**src/rtl/pe_arb_pkg.sv**
```systemverilog
// Shared types and the 4x2 priority-encoder helpers for the pe_rr_arbiter slice.
package pe_arb_pkg;

    localparam int NREQ = 4;

    typedef enum logic [1:0] {IDLE, GRANT, RELEASE} arb_state_t;

    typedef logic [1:0] idx_t;

    typedef struct packed {
        idx_t y;
        logic v;
    } pe_out_t;

    // 4x2 priority encoder, a[3] highest; y is 0 when nothing is set.
    function automatic pe_out_t pe4x2(input logic [NREQ-1:0] a);
        pe_out_t r;
        r.v = |a;
        if (a[3])      r.y = 2'd3;
        else if (a[2]) r.y = 2'd2;
        else if (a[1]) r.y = 2'd1;
        else           r.y = 2'd0;
        return r;
    endfunction

    function automatic logic [NREQ-1:0] bit_rev(input logic [NREQ-1:0] a);
        logic [NREQ-1:0] r;
        for (int i = 0; i < NREQ; i++) r[i] = a[NREQ-1-i];
        return r;
    endfunction

endpackage

```
**src/rtl/pe_rr_pick.sv**
```systemverilog
// Combinational winner selection: fixed 3-highest priority, or round-robin
// starting at last+1 (rotate, lowest-first encode, un-rotate).
module pe_rr_pick
    import pe_arb_pkg::*;
(
    input  logic [NREQ-1:0] req,
    input  idx_t            last,
    input  logic            mode,
    output idx_t            winner,
    output logic            any
);

    idx_t              start;
    logic [2*NREQ-1:0] dbl;
    logic [NREQ-1:0]   rot;
    pe_out_t           fix_enc;
    pe_out_t           rr_enc;
    idx_t              rr_lo;

    assign start = last + idx_t'(1);
    assign dbl   = {req, req} >> start;
    assign rot   = dbl[NREQ-1:0];

    // Lowest-first encoding is the highest-first encoder applied to the mirrored vector.
    assign rr_enc  = pe4x2(bit_rev(rot));
    assign rr_lo   = idx_t'(2'd3) - rr_enc.y;
    assign fix_enc = pe4x2(req);

    assign any    = |req;
    assign winner = mode ? idx_t'(rr_lo + start) : fix_enc.y;

endmodule

```
**src/rtl/pe_rr_arbiter.sv**
```systemverilog
// 4-requester arbiter: fixed or round-robin pick, grant held until done,
// withdrawal or hold timeout, with a one-cycle zero-grant RELEASE gap.
module pe_rr_arbiter
    import pe_arb_pkg::*;
#(
    parameter int HOLD_MAX = 16
) (
    input  logic            clk,
    input  logic            rst,
    input  logic [NREQ-1:0] req,
    input  logic            done,
    input  logic            mode,
    output logic [NREQ-1:0] gnt,
    output idx_t            gnt_idx,
    output logic            gnt_v,
    output logic            timeout
);

    localparam int CW = (HOLD_MAX > 0) ? $clog2(HOLD_MAX + 1) : 1;
    typedef logic [CW-1:0] cnt_t;
    localparam cnt_t HOLD_LIM = cnt_t'(HOLD_MAX);

    arb_state_t      state, state_nxt;
    idx_t            last, last_nxt;
    cnt_t            hold_cnt, hold_nxt;
    logic [NREQ-1:0] gnt_nxt;
    idx_t            idx_nxt;
    logic            v_nxt;
    logic            to_nxt;

    idx_t            pick_idx;
    logic            pick_any;
    logic            owner_drop;
    logic            hold_hit;

    pe_rr_pick u_pick (
        .req    (req),
        .last   (last),
        .mode   (mode),
        .winner (pick_idx),
        .any    (pick_any)
    );

    // Withdrawal behaves exactly like done, so both outrank the timeout.
    assign owner_drop = done | ~req[gnt_idx];
    assign hold_hit   = (HOLD_MAX != 0) && (hold_cnt == HOLD_LIM);

    always_comb begin
        // NOTE: every output of this block gets a default first so no path leaves it unassigned (no latches).
        state_nxt = state;
        last_nxt  = last;
        hold_nxt  = hold_cnt;
        gnt_nxt   = gnt;
        idx_nxt   = gnt_idx;
        v_nxt     = gnt_v;
        to_nxt    = 1'b0;

        case (state)
            IDLE, RELEASE: begin
                state_nxt = IDLE;
                gnt_nxt   = '0;
                idx_nxt   = '0;
                v_nxt     = 1'b0;
                hold_nxt  = '0;
                if (pick_any) begin
                    state_nxt = GRANT;
                    gnt_nxt   = NREQ'(1) << pick_idx;
                    idx_nxt   = pick_idx;
                    v_nxt     = 1'b1;
                    last_nxt  = pick_idx;
                    hold_nxt  = cnt_t'(1);
                end
            end
            GRANT: begin
                if (owner_drop || hold_hit) begin
                    state_nxt = RELEASE;
                    gnt_nxt   = '0;
                    idx_nxt   = '0;
                    v_nxt     = 1'b0;
                    hold_nxt  = '0;
                    to_nxt    = ~owner_drop;
                end else if (hold_cnt != '1) begin
                    hold_nxt = hold_cnt + cnt_t'(1);
                end
            end
            default: begin
                state_nxt = IDLE;
                gnt_nxt   = '0;
                idx_nxt   = '0;
                v_nxt     = 1'b0;
                hold_nxt  = '0;
            end
        endcase
    end

    // NOTE: sequential state uses non-blocking assignments so all registers update together at the edge.
    always_ff @(posedge clk or posedge rst) begin
        if (rst) begin
            state    <= IDLE;
            last     <= idx_t'(2'd3);
            hold_cnt <= '0;
            gnt      <= '0;
            gnt_idx  <= '0;
            gnt_v    <= 1'b0;
            timeout  <= 1'b0;
        end else begin
            state    <= state_nxt;
            last     <= last_nxt;
            hold_cnt <= hold_nxt;
            gnt      <= gnt_nxt;
            gnt_idx  <= idx_nxt;
            gnt_v    <= v_nxt;
            timeout  <= to_nxt;
        end
    end

endmodule
```
**config.mk**
```make
export PLATFORM = sky130hd
export DESIGN_NAME = pe_rr_arbiter
export DESIGN_NICKNAME = d
export VERILOG_FILES = /design/src/rtl/pe_arb_pkg.sv /design/src/rtl/pe_rr_pick.sv /design/src/rtl/pe_rr_arbiter.sv
export SDC_FILE = /design/constraint.sdc
export NUM_CORES = 1
export LEC_CHECK = 0
export ABC_AREA = 1
export CORE_UTILIZATION = 55
export CTS_BUF_LIST = sky130_fd_sc_hd__clkbuf_4
export DETAILED_ROUTE_END_ITERATION = 8
export GPL_ROUTABILITY_DRIVEN = 0
export PLACE_DENSITY = 0.89
export SLEW_MARGIN = 25
export SYNTH_ARGS = -nofsm -noshare
export SYNTH_HDL_FRONTEND = slang
export SYNTH_SLANG_ARGS = --single-unit
```
**constraint.sdc**
```tcl
create_clock -name clk -period 6.32 [get_ports clk]
set_clock_uncertainty 0.05 [all_clocks]
set_input_delay 0.632 -clock clk [delete_from_list [all_inputs] [get_ports clk]]
set_output_delay 0.632 -clock clk [all_outputs]
set_load 0.05 [all_outputs]
```
==> flow_metrics.tcl <==
set metrics [dict create \
    synth_top_family_by_area "simple AND/OR/NAND/NOR gates" \
    synth_common_cells "48 x nand2_1, 15 x dfrtp_1, 15 x inv_1" \
    wl_per_cell_um 12.0 \
    grt_pass1_wl_um 3860 \
    place.port_buffers 15 \
    worstSkewPairLatency_ns 0.30 \
    synth-compound-area-share_pct 8.80 \
    clock_sinks 17 \
    fmaxAchievable_ghz 0.409 \
    p_per_area_nw_per_um2 468 \
    hold_class "register to register" \
    syn_area_um2 1090 \
    dr.first_iter.drc_count 30 \
    place_area_um2 1260 \
    via_per_inst 5.30 \
    synthesis.nets 154 \
    rsz0062_at_grt "no" \
    grt.total_usage_pct 25.5 \
    synth_fa_ha_area_share_pct 4.57 \
    relSlewSlack_pct 57.7 \
    setup_viol 0 \
    preCtsSetupSlack_ns 3.60 \
    finalSetupTns_ns 0 \
    critPathMaxFanout 4 \
    combPwrFrac_pct 59.2 \
    p_leak_nw 0.656 \
    crit_type "primary input to register" \
    cts_buffer_depth 2 \
    synthTopCellsByArea "dfrtp_1 34%, nand2_1 16%, inv_1 5.1%" \
    synth_top_area_share_pct 34.3 \
    clk_pin_slew_worst_paths_ns 0.09 \
    p_switching_mw 0.309 \
    netlist_instances 142 \
    synth-warning-count 0 \
    die_area_um2 2170 \
    maxSlewViolCount 0 \
    ir_worst_vdd_mv 0.331 \
    synthXorXnorAreaFrac_pct 0.800 \
    dr.pass1.iters 5 \
    cts_tree "done" \
    routed_wl_um 2220 \
    synthArstFlopShare_pct 100 \
    endpoint_kind "register" \
    htreeDepth 1 \
    worst_slew_pin_slew_ns 0.633 \
    cts_buffers 3 \
    n_antenna_cell 0 \
    yosys.cell_count.top_type "nand2_1" \
    synth_mux_area_share_pct 0 \
    synthDistinctLibCells 27 \
    ant_nets 0 \
    fin_ws_ns 3.87 \
    synth_ff_type "dfrtp_1" \
    drv_cap 0 \
    synth_top_area_cell "dfrtp_1" \
    post_cts_buffers 0 \
    fp.dieH_um 46.6 \
    drc_errors 0 \
    p_clk_share_pct 10.5 \
    ys_ff_latch 17 \
    grt_overflow_total 0 \
    grt_pass1_vias 897 \
    synth_sequential_area_ratio_pct 39.1 \
    switching_share_pct 51.0 \
    worstPathRequired_ns 6.46 \
    dp_hpwl_um 1740 \
    initial_core_util_pct 60.8 \
    rows 15 \
    synth_edf_count 0 \
    area_growth_pct 18.3 \
    io_pins 16 \
    period_needed_ns 2.45 \
    vias 981 \
    hold_viol 0 \
    outcome "finished clean" \
    cts-root-buf "clkbuf_4" \
    die_w_um 46.6 \
    cts_resized 0 \
    power_frac_seq_pct 30.4 \
    synthSimpleGateAreaFrac_pct 38.9 \
    arrival_ns 2.59 \
    cts_hold_buf 0 \
    postLayoutCellArea_um2 1290 \
    p_int_mw 0.297 \
    start_kind "primary input" \
    antenna_found_initial 0 \
    coreArea_um2 1800 \
    grt_max_degree 18 \
    nets 173 \
    layout-drive-gt1-share_pct 16.9 \
    fin_crit_sh_pct 38.7 \
    syn_avg_cell_area_um2 7.71 \
]
-- path summary, 6_finish.rpt --
check                           startpoint          end  slack, ns  cells after the start
max in group asynchronous              rst      timeout       5.16                      2
worst max-delay path                req[2]       gnt[3]       3.87                     14
worst min-delay path                 gnt_v        gnt_v       0.44                      2
worst min register to register       gnt_v        gnt_v       0.44                      2
worst max register to register     last[0]       gnt[3]       3.98                     13
min in group asynchronous              rst  hold_cnt[0]       0.65                      2
-- worst max-delay path, stage by stage --
cell	delay [ns]
clkdlybuf4s50_1	0.54
inv_2	0.07
nand2_1	0.05
o21ai_1	0.09
a21oi_1	0.16
a21oi_1	0.06
a31o_2	0.22
ha_1	0.26
nand2_1	0.05
o21ai_0	0.11
nand2_1	0.12
inv_1	0.07
nand3_1	0.08
nand2_1	0.06
-- stage by stage --
step	std cells	utilization, %	power (mW)	hold slack, ns
4_1_cts	185	71.9	0.604	0.440
6_report	185	71.9	0.606	0.437
3_5_place_dp	181	70.2	0.540	0.413
3_3_place_gp	181	70.2	0.524	0.407
5_1_grt	185	71.9	0.656	0.461
2_1_floorplan	142	-	0.457	0.426
-- power by group through the flow --
stage | sequential, mW | combinational [mW] | clock (mW)
floorplan | 0.234 | 0.224 | 0
detailed placement | 0.185 | 0.355 | 0
global route | 0.188 | 0.398 | 0.0706
global placement | 0.184 | 0.340 | 0
CTS | 0.183 | 0.357 | 0.0642
finish | 0.184 | 0.359 | 0.0634
-- sequential cells by signal, summed over array words and instances (netlist names) --
signal    flops
hold_cnt      5
gnt           4
gnt_idx       2
last          2
state         2
gnt_v         1
timeout       1
-- layer usage --
layer | GRT usage, % | share of wire (%)
met1 | 34.8 | 44
met2 | 39.2 | 46
met4 | 9.71 | 1.8
met3 | 5.88 | 7.9
met5 | 0 | 0
-- cells by family (layout without fill, tap and decap cells) --
logic type | Yosys count | after routing
simple gates | 85 | 85
buf+inv | 20 | 38
flops | 17 | 17
compound gates | 15 | 15
fa+ha+maj | 4 | 4
xor+xnor | 1 | 1
-- final cells by class --
cell class / count / area [um2]
multi-input cells: 105 / 581
fillers: 143 / 507
flip-flops and latches: 17 / 428
repair buffers: 15 / 150
inverters: 19 / 75.1
well taps: 25 / 31.3
clock buffers: 4 / 30.0
-- cells in the final DEF, fill, tap and decap left out --
master           instances
nand2_1                 48
inv_1                   15
dfrtp_1                 15
clkdlybuf4s50_1         15
nand3_1                 11
nor2_1                  10
a21oi_1                  6
nand3_2                  4
ha_1                     4
clkbuf_4                 4
nand2_4                  3
o21ai_0                  3
nand2_2                  3
nand4_1                  2
inv_2                    2
o21ai_1                  2
dfstp_2                  2
xor2_1                   1
a21oi_4                  1
clkinv_2                 1
nor2_4                   1
inv_4                    1
nor2_2                   1
nor2_8                   1
a31o_2                   1
a21boi_0                 1
o21ai_2                  1
nor3_2                   1
Power figures use the tool's default switching activity.
